**src/rtl/pipe_stage_reg.sv**
```systemverilog
// Pipeline stage register with valid/ready flow control.
// SKID=1: registered in_ready, main entry plus one skid entry (full throughput,
//         no combinational path from out_ready to in_ready).
// SKID=0: single main entry, in_ready = !out_valid | out_ready.
// Flush empties the stage without touching out_data; rst clears everything.
// out_ctrl is gated by out_valid so a bubble never carries live control bits.
// stall_cnt saturates and is only cleared by rst.
//
// state   | meaning
// S_EMPTY | nothing held, out_valid low, in_ready high
// S_HALF  | one beat in main, presented downstream, in_ready high
// S_FULL  | main presented, second beat parked in skid, in_ready low
module pipe_stage_reg #(
   parameter int DATA_W = 133,
   parameter int CTRL_W = 9,
   parameter int CNT_W  = 16,
   parameter bit SKID   = 1'b1
) (
   input  logic              clk,
   input  logic              rst,
   input  logic              flush,
   input  logic              in_valid,
   output logic              in_ready,
   input  logic [CTRL_W-1:0] in_ctrl,
   input  logic [DATA_W-1:0] in_data,
   output logic              out_valid,
   input  logic              out_ready,
   output logic [CTRL_W-1:0] out_ctrl,
   output logic [DATA_W-1:0] out_data,
   output logic [CNT_W-1:0]  stall_cnt
);

   typedef enum logic [1:0] {
      S_EMPTY = 2'd0,
      S_HALF  = 2'd1,
      S_FULL  = 2'd2
   } state_t;

   localparam logic [CNT_W-1:0] CNT_MAX = '1;

   logic [CTRL_W-1:0] main_ctrl;
   logic [DATA_W-1:0] main_data;
   logic              accept;

   assign accept   = in_valid & in_ready;
   assign out_ctrl = main_ctrl & {CTRL_W{out_valid}};
   assign out_data = main_data;

   generate
      if (SKID) begin : g_skid
         state_t            state;
         state_t            state_nxt;
         logic              ld_main_in;
         logic              ld_main_skid;
         logic              ld_skid;
         logic [CTRL_W-1:0] skid_ctrl;
         logic [DATA_W-1:0] skid_data;

         assign in_ready  = (state != S_FULL);
         assign out_valid = (state != S_EMPTY);

         // Next state and entry load enables; flush overrides any transfer.
         always_comb begin
            state_nxt    = state;
            ld_main_in   = 1'b0;
            ld_main_skid = 1'b0;
            ld_skid      = 1'b0;
            if (flush) begin
               state_nxt = S_EMPTY;
            end else begin
               case (state)
                  S_EMPTY: begin
                     if (accept) begin
                        ld_main_in = 1'b1;
                        state_nxt  = S_HALF;
                     end
                  end
                  S_HALF: begin
                     if (accept && out_ready) begin
                        ld_main_in = 1'b1;
                     end else if (accept) begin
                        ld_skid   = 1'b1;
                        state_nxt = S_FULL;
                     end else if (out_ready) begin
                        state_nxt = S_EMPTY;
                     end
                  end
                  S_FULL: begin
                     if (out_ready) begin
                        ld_main_skid = 1'b1;
                        state_nxt    = S_HALF;
                     end
                  end
                  default: state_nxt = S_EMPTY;
               endcase
            end
         end

         // State register plus main/skid entries.
         always_ff @(posedge clk) begin
            if (rst) begin
               state     <= S_EMPTY;
               main_ctrl <= '0;
               main_data <= '0;
               skid_ctrl <= '0;
               skid_data <= '0;
            end else begin
               state <= state_nxt;
               if (ld_main_in) begin
                  main_ctrl <= in_ctrl;
                  main_data <= in_data;
               end else if (ld_main_skid) begin
                  main_ctrl <= skid_ctrl;
                  main_data <= skid_data;
               end
               if (ld_skid) begin
                  skid_ctrl <= in_ctrl;
                  skid_data <= in_data;
               end
            end
         end
      end else begin : g_single
         logic valid_q;
         logic valid_nxt;
         logic ld_main;

         assign out_valid = valid_q;
         assign in_ready  = !valid_q | out_ready;

         // Occupancy update: accept refills, a bare delivery empties, flush kills.
         always_comb begin
            valid_nxt = valid_q;
            ld_main   = 1'b0;
            if (flush) begin
               valid_nxt = 1'b0;
            end else if (accept) begin
               ld_main   = 1'b1;
               valid_nxt = 1'b1;
            end else if (out_ready) begin
               valid_nxt = 1'b0;
            end
         end

         // Valid flag and main entry.
         always_ff @(posedge clk) begin
            if (rst) begin
               valid_q   <= 1'b0;
               main_ctrl <= '0;
               main_data <= '0;
            end else begin
               valid_q <= valid_nxt;
               if (ld_main) begin
                  main_ctrl <= in_ctrl;
                  main_data <= in_data;
               end
            end
         end
      end
   endgenerate

   // Saturating count of cycles where a beat is presented but not taken.
   always_ff @(posedge clk) begin
      if (rst) begin
         stall_cnt <= '0;
      end else if (out_valid && !out_ready && (stall_cnt != CNT_MAX)) begin
         stall_cnt <= stall_cnt + CNT_W'(1);
      end
   end

endmodule

```
**config.mk**
```make
export PLATFORM = sky130hd
export DESIGN_NAME = pipe_stage_reg
export DESIGN_NICKNAME = d
export VERILOG_FILES = /design/src/rtl/pipe_stage_reg.sv
export SDC_FILE = /design/constraint.sdc
export NUM_CORES = 1
export LEC_CHECK = 0
export CORE_ASPECT_RATIO = 0.9
export CORE_MARGIN = 2
export CORE_UTILIZATION = 40
export DETAILED_ROUTE_END_ITERATION = 8
export PLACE_DENSITY = 0.76
export SLEW_MARGIN = 20
export SYNTH_ARGS = -nofsm -noshare
export SYNTH_HDL_FRONTEND = slang
export SYNTH_SLANG_ARGS = --single-unit
```
**constraint.sdc**
```tcl
create_clock -name clk -period 2.4 [get_ports clk]
set_clock_uncertainty 0.05 [all_clocks]
set_input_delay 0.36 -clock clk [delete_from_list [all_inputs] [get_ports clk]]
set_output_delay 0.36 -clock clk [all_outputs]
set_load 0.01 [all_outputs]
```
Yosys cells after proc, flatten, opt, wreduce, memory -nomap -nowiden --
Cells that the tools add are included.
Cells by class: equality and inequality tests 8, reductions and logical operators 9, $add $sub $neg 1, mux-type cells 20, bitwise logic cells 2
Operators with widths (number):
- 133-bit two-way mux | 2
- 9-bit two-way mux | 2
- 16-bit by 1-bit adder with 16-bit output (second input constant) | 1
- 16-bit inequality test (second input constant) | 1
- 2-bit two-way mux | 5
- 9-bit bitwise AND | 1
- 1-bit two-way mux | 9
- 2-bit inequality test (second input constant) | 4
- 2-bit case mux with 3 select lines | 1
- 4-bit AND reduction | 1
- 2-bit nonzero test | 2
- 1-bit logical AND | 3
- 3-bit inequality test (second input constant) | 1
- 2-bit by 1-bit == test with 1-bit output (second input constant) | 1
- 2-bit == test (second input constant) | 1
- 2-bit logical NOT | 1
- 1-bit case mux with 2 select lines | 1
- 2-bit OR reduction | 1
- 1-bit bitwise AND | 1
- 1-bit logical NOT | 1
Storage, ports and cells: logic and storage cells 46, register bits 302, output and inout bits 160

Longest topological paths before layout --
Gate-level depths: netlist of the first run.
word-level depth 7, depth in mapped cells 8

Worst setup path before layout of the first run --
No wires, ideal clock.
path kind input -> register, from in out_ready, to reg stall_cnt[15], stages 6, arrival time 1.558 ns, path slack 0.722 ns, data required time 2.280 ns, library setup time 0.070 ns, buffers on the path 2, path through buf_2 > o21ba_1 > buf_4 > o311ai_4 > or4_1 > a21oi_1
Between the ends: word-level cells in the longest chain between the ends 3
Ends and longest elaborated chain:
- start, declared | line 27 | input logic out_ready,
- 1-bit logical NOT | line 165 | end else if (out_valid && !out_ready && (stall_cnt != CNT_MAX)) begin
- 1-bit logical AND (2 in series) | line 165
- end signal, assigned | line 166 | stall_cnt <= stall_cnt + CNT_W'(1);
- end, declared | line 30 | output logic [CNT_W-1:0] stall_cnt
No other way between the ends. A chain may end at the register's enable or synchronous reset.

Worst setup path after layout of the first run --
from reg g_skid.state[0], to out out_ctrl[8]
Between the ends: word-level cells in the longest chain between the ends 2
Ends and longest elaborated chain:
- start, declared | line 51 | state_t state;
- start signal, assigned | line 108 | state <= state_nxt;
- 2-bit nonzero test | line 60 | assign out_valid = (state != S_EMPTY);
- 9-bit bitwise AND | line 46 | assign out_ctrl = main_ctrl & {CTRL_W{out_valid}};
- end, declared | line 28 | output logic [CTRL_W-1:0] out_ctrl,
No other way between the ends.

==> qor.csv, run 1 <==
stage,metric,value,unit
outcome,status,completed,
clock_tree,CTS tree,yes,
floorplan,die footprint,30000,um^2
yosys,distinct cell type count after synthesis,40,
setup_path,critical path cell sequence,"nor2_4, nor2b_1, clkdlybuf4s50_1",
drt,number of routed nets with antenna violations,0,
clock_tree,"Reg clk slew, reported paths",0.06,ns
timing,Worst Tran Pin Value,0.576,ns
finish,post-route cell area,16100,um^2
setup_path,Worst Setup End Kind,primary output,
yosys,syn nets,1527,
min_path,Hold Crit Class,in2reg,
setup_path,WS Path Type,reg2out,
clock_tree,Num CTS Buffers,34,
drt,Pre-antenna DRT Iters,6,
floorplan,Die X-Extent,182,um
yosys,Synthesis Warnings,0,
power_and_ir_drop,pwr dens,724,nW/um^2
yosys,Post-Syn Area,11500,um^2
global_route,vias in the first global route,10400,
timing,worst setup margin,0.237,ns
yosys,dominant cell type by area after synthesis,dfxtp_1,
drt,Post-Route WL,33.4,mm
timing,fmax,462,MHz
yosys,post-synthesis instance total,1379,
finish,synth-to-layout area growth,40.7,%
setup_path,"Arr. time, crit path",1.75,ns
setup_path,"Max stage delay cell, worst path",clkdlybuf4s50_1,
clock_tree,TritonCTS Sinks,302,
yosys,"EDFF count, synth",0,
floorplan,die height,165,um
floorplan,core area,28100,um^2
clock_tree,H-Tree Depth,2,
global_route,initial antenna violation count,1,
yosys,syn_area_per_cell,8.31,um^2
yosys,asr flop ratio synth,0,
drt,Vias,10800,
timing,Setup Viol. Count Final,0,
placed_design,placed inst area,14900,um^2
global_route,first-pass GRT wire length,53.6,mm
setup_path,crit path launch type,register,
global_route,GR Util All Layers,0.218,
timing,"Slew Viols, Final",0,
clock_tree,setup bufs post-CTS,0,
run,Max-Cap Viols,0,
power_and_ir_drop,Leakage,5.36,nW
drt,DR iter-0 viols,711,
yosys,"FF+latch count, synth",302,
clock_tree,clock latency on the worst-skew pair,0.50,ns
clock_tree,Post-CTS Hold Buffers,0,
finish,antenna cells,0,
yosys,Main synth FF type,dfxtp_1,
floorplan,# rows,58,
drt,Via density,5.35,
clock_tree,CTS root buf,clkbuf_16,
min_path,hold path start,rst,
placed_design,post-place setup slack,0.0236,ns
timing,Setup TNS Final,0,ns
timing,Hold Fails Final Rpt,0,
setup_path,Buffers & Inverters on Critical Path,1,
timing,period utilization,0.901,
power_and_ir_drop,peak supply drop,0.627,mV
placed_design,IO Port Bufs,306,
clock_tree,Clock Tree Buf Depth,3,
yosys,Synth top area share,0.528,
setup_path,crit path launch,g_skid.state[0],
power_and_ir_drop,Power Total,11.7,mW
drt,Post-route DRC,0,
global_route,largest net degree at the start of global routing,86,
drt,routed length per instance,16.5,um
global_route,GR Overflow Total,0,
finish,Nets,1790,
setup_path,Critical Path Fanout Max,13,
setup_path,CP top delay family,buffers and inverters,
yosys,top post-synthesis cells by area,"dfxtp_1 (53%), nand2_1 (14%), a21oi_1 (13%)",
timing,RSZ-0062 raised after global routing,false,
placed_design,Placer Congestion,0.814,
setup_path,CP required,1.99,ns
floorplan,initial core utilization,0.408,
setup_path,r2r startpoint,stall_cnt[4],
setup_path,Max stage delay on crit path,0.58,ns
yosys,sequential share of the synthesized area,0.528,
timing,max_slew headroom,0.616,
placed_design,Detailed Place HPWL,21.5,mm
timing,fin crit period,2.16,ns
floorplan,# IOs,307,
finish,share of cells above drive strength 1,0.0630,
[report_power, final]
group          internal (mW)  switching, mW
logic                  0.571          0.497
clock network           3.34           2.05
registers               5.15         0.0754
[layout make-up]
| type | count | area (um^2) |
|---|---|---|
| Multi-Input combinational cell | 956 | 4850 |
| Fill cell | 2414 | 12000 |
| Inverter | 6 | 22.5 |
| Sequential cell | 302 | 6050 |
| Tap cell | 360 | 450 |
| Timing Repair Buffer | 342 | 3580 |
| Clock inverter | 9 | 131 |
| Clock buffer | 51 | 1050 |
[cells in the mapped netlist (2+ instances only)]
| master | n |
|---|---|
| buf_2 | 38 |
| or3_1 | 5 |
| nand2b_1 | 5 |
| mux2_2 | 2 |
| o21ai_0 | 4 |
| buf_6 | 8 |
| nor2b_1 | 13 |
| nand4_1 | 4 |
| or4_1 | 6 |
| mux2i_1 | 2 |
| nand3_1 | 5 |
| buf_4 | 9 |
| and3_1 | 2 |
| nand2_1 | 434 |
| a22oi_1 | 142 |
| o31ai_1 | 7 |
| a21oi_1 | 297 |
| nor3_1 | 2 |
| inv_1 | 6 |
| and4_1 | 2 |
| clkbuf_1 | 60 |
| dfxtp_1 | 302 |
| nor2_1 | 5 |
| a211oi_1 | 3 |
[per-stage QoR]
| step | utilization | hold slack, ns | instances |
|---|---|---|---|
| floorplan | - | 0.382 | 1379 |
| global route | 0.574 | 0.262 | 2026 |
| finish | 0.574 | 0.232 | 2026 |
| detailed placement | 0.532 | 0.395 | 1966 |
| global placement | 0.532 | 0.388 | 1966 |
| CTS | 0.574 | 0.242 | 2026 |
[state kept, by name, summed over array words and instances (netlist names)]
register and count:
stall_cnt 16, main_ctrl 9, g_skid.state 2, out_data 133, g_skid.skid_ctrl 9, g_skid.skid_data 133
[metal layers]
layer  up-vias  wire (um)  global-route usage
met5         -         16                   0
met4         2        867              0.0682
met3        67       3180              0.0624
met2       436      15300               0.364
met1      5063      14000               0.274
li1       5280          -                   -
[repair_timing]
item,CTS,global route
gates resized for setup,2,1
gates cloned,0,0
endpoints found under the setup margin,10,1
[layout by cell type, fill, tap and decap left out, drive strengths merged, types with 3 or more instances in the layout]
cell           instances
clkinv                 4
or3                    5
o21ai                  4
nor3                   4
a22oi                142
nand4                  5
o31ai                  7
dfxtp                302
nor2b                 13
clkbuf                51
nand3                  5
buf                   37
clkdlybuf4s50        305
a211oi                 3
inv                    8
or4                    6
bufinv                 3
nand2b                 5
a21oi                298
nand2                434
nor2                   5
[logic make-up (layout without fill, tap and decap cells)]
family,after synthesis,in the layout,share of synthesized area
AOI/OAI and AO/OA,461,461,0.239
buffers and inverters,121,408,0.0520
DFF,302,302,0.528
adders and majority gates,1,1,0.00109
muxes,4,4,0.00371
and+or+nand+nor,490,490,0.176
[final timing paths]
check,endpoint,slack (ns),depth (start not counted)
max,out_ctrl[8],0.24,3
max reg2reg,stall_cnt[15],0.46,4
min,g_skid.skid_data[1],0.23,2
min reg2reg,main_ctrl[3],0.40,2
No activity file was read; power rests on OpenSTA's default activity.
==> run 2: changes to the inputs <==
--- a/config.mk
+++ b/config.mk
@@ -7,9 +7,9 @@
 export LEC_CHECK = 0
 export CORE_ASPECT_RATIO = 0.9
 export CORE_MARGIN = 2
-export CORE_UTILIZATION = 40
+export CORE_UTILIZATION = 45
 export DETAILED_ROUTE_END_ITERATION = 8
-export PLACE_DENSITY = 0.76
+export PLACE_DENSITY = 0.83
 export SLEW_MARGIN = 20
 export SYNTH_ARGS = -nofsm -noshare
 export SYNTH_HDL_FRONTEND = slang
==> qor.csv, run 2 (synthesized netlist as in run 1, its figures left out) <==
stage,metric,value,unit
outcome,status,completed,
floorplan,# IOs,307,
clock_tree,Clock Tree Buf Depth,3,
drt,Post-route DRC,0,
drt,DR iter-0 viols,777,
setup_path,Critical Path Fanout Max,13,
global_route,initial antenna violation count,2,
power_and_ir_drop,Comb power frac,0.097,
drt,Pre-antenna DRT Iters,7,
clock_tree,Post-CTS Hold Buffers,0,
power_and_ir_drop,sw frac,0.229,
drt,number of routed nets with antenna violations,0,
run,Max-Cap Viols,0,
power_and_ir_drop,register share of total power,0.469,
min_path,Hold Crit Class,in2reg,
drt,Vias,10900,
finish,most frequent cells in the layout,"nand2_1 (433), clkdlybuf4s50_1 (305), dfxtp_1 (300)",
global_route,vias in the first global route,10400,
drt,routed length per instance,16.5,um
placed_design,Placer Congestion,0.787,
setup_path,Worst Setup End Kind,primary output,
timing,Worst Tran Pin Value,0.541,ns
placed_design,Detailed Place HPWL,21.6,mm
timing,final hold slack,0.185,ns
power_and_ir_drop,peak supply drop,0.542,mV
clock_tree,CTS tree,yes,
finish,synth-to-layout area growth,40.0,%
setup_path,CP required,1.99,ns
clock_tree,setup bufs post-CTS,0,
floorplan,Die X-Extent,172,um
setup_path,WS Path Type,reg2out,
power_and_ir_drop,clock power share,0.434,
global_route,GR Overflow Total,0,
floorplan,die footprint,26800,um^2
global_route,largest net degree at the start of global routing,81,
power_and_ir_drop,pwr dens,695,nW/um^2
floorplan,# rows,55,
finish,"most common cell after layout, fill and taps aside",nand2_1,
power_and_ir_drop,internal power,8.59,mW
clock_tree,TritonCTS Sinks,302,
clock_tree,Num CTS Buffers,30,
timing,Setup Viol. Count Final,0,
timing,Hold Fails Final Rpt,0,
setup_path,crit path launch type,register,
clock_tree,clock latency on the worst-skew pair,0.55,ns
timing,RSZ-0062 raised after global routing,false,
floorplan,die height,155,um
clock_tree,"Reg clk slew, reported paths",0.07,ns
timing,period utilization,0.951,
timing,Setup TNS Final,0,ns
global_route,GR Util All Layers,0.235,
timing,fin crit period,2.28,ns
clock_tree,H-Tree Depth,1,
setup_path,"Arr. time, crit path",1.87,ns
timing,max_slew headroom,0.640,
global_route,first-pass GRT wire length,51.9,mm
placed_design,IO Port Bufs,306,
drt,Via density,5.44,
floorplan,initial core utilization,0.456,
finish,Nets,1789,
drt,Post-Route WL,33.2,mm
power_and_ir_drop,Leakage,5.32,nW
timing,fmax,438,MHz
clock_tree,CTS root buf,clkbuf_16,
power_and_ir_drop,Psw,2.55,mW
timing,"Slew Viols, Final",0,
floorplan,core area,25100,um^2
finish,share of cells above drive strength 1,0.0637,
==> run 2: timing repair <==
item / CTS / global route
hold endpoints to repair: 0 / 0
endpoints found under the setup margin: 10 / 9
gates resized for setup: 2 / 2
pin swaps: 0 / 0
==> run 2: worst paths after layout <==
| check | startpoint | to | slack (ns) | cells past startpoint |
|---|---|---|---|---|
| hold / removal | rst | g_skid.skid_data[70] | 0.19 | 2 |
| setup reg to reg | stall_cnt[4] | stall_cnt[11] | 0.54 | 4 |
| setup / recovery | g_skid.state[1] | out_ctrl[8] | 0.12 | 3 |
| hold reg to reg | main_ctrl[6] | main_ctrl[6] | 0.40 | 2 |
==> run 2: metal layers <==
metal	up-vias	track usage	wire length [um]	share of wire
met5	-	0	0	0
met4	0	0.0724	806	0.024
met3	55	0.0649	3190	0.096
met2	445	0.392	15700	0.47
met1	5154	0.297	13500	0.41
li1	5275	-	-	-
==> run 2: critical path, stage by stage, from the launching register on <==
cell and delay (ns):
dfxtp_2 0.38, nor2_4 0.31, nor2b_1 0.10, clkdlybuf4s50_1 0.54
==> run 2: power groups by stage <==
stage / Combinational, mW / Sequential, mW / Clock, mW
global route: 1.16 / 5.24 / 5.13
detailed placement: 1.07 / 5.34 / 0
global placement: 1.05 / 5.33 / 0
finish: 1.08 / 5.23 / 4.83
floorplan: 0.373 / 5.37 / 0
CTS: 1.08 / 5.23 / 4.92
==> run 2: cell type report <==
type / instances / area, um^2
Fill cell: 1996 / 9080
Sequential cell: 302 / 6050
Multi-Input combinational cell: 956 / 4850
Timing Repair Buffer: 345 / 3650
Clock buffer: 42 / 876
Tap cell: 342 / 428
Clock inverter: 14 / 159
Inverter: 6 / 22.5
Antenna cell: 2 / 5.00
==> run 2: per-stage QoR <==
step | instances | utilization | setup WS [ns] | total power [mW] | area (um^2)
after CTS | 2007 | 0.638 | 0.00522 | 11.2 | 16000
final | 2009 | 0.639 | 0.117 | 11.1 | 16000
after global placement | 1951 | 0.597 | 0.158 | 6.39 | 15000
after floorplan | 1379 | - | 0.722 | 5.75 | 11500
after detailed placement | 1951 | 0.597 | 0.112 | 6.41 | 15000
after global routing | 2009 | 0.639 | 0.0360 | 11.5 | 16000
==> run 3: changes to the inputs <==
--- a/config.mk
+++ b/config.mk
@@ -5,6 +5,7 @@
 export SDC_FILE = /design/constraint.sdc
 export NUM_CORES = 1
 export LEC_CHECK = 0
+export ABC_CLOCK_PERIOD_IN_PS = 2400
 export CORE_ASPECT_RATIO = 0.9
 export CORE_MARGIN = 2
 export CORE_UTILIZATION = 45
==> results of run 3 <==
Same layout as run 2: the final DEF is identical, and so are final timing and power.
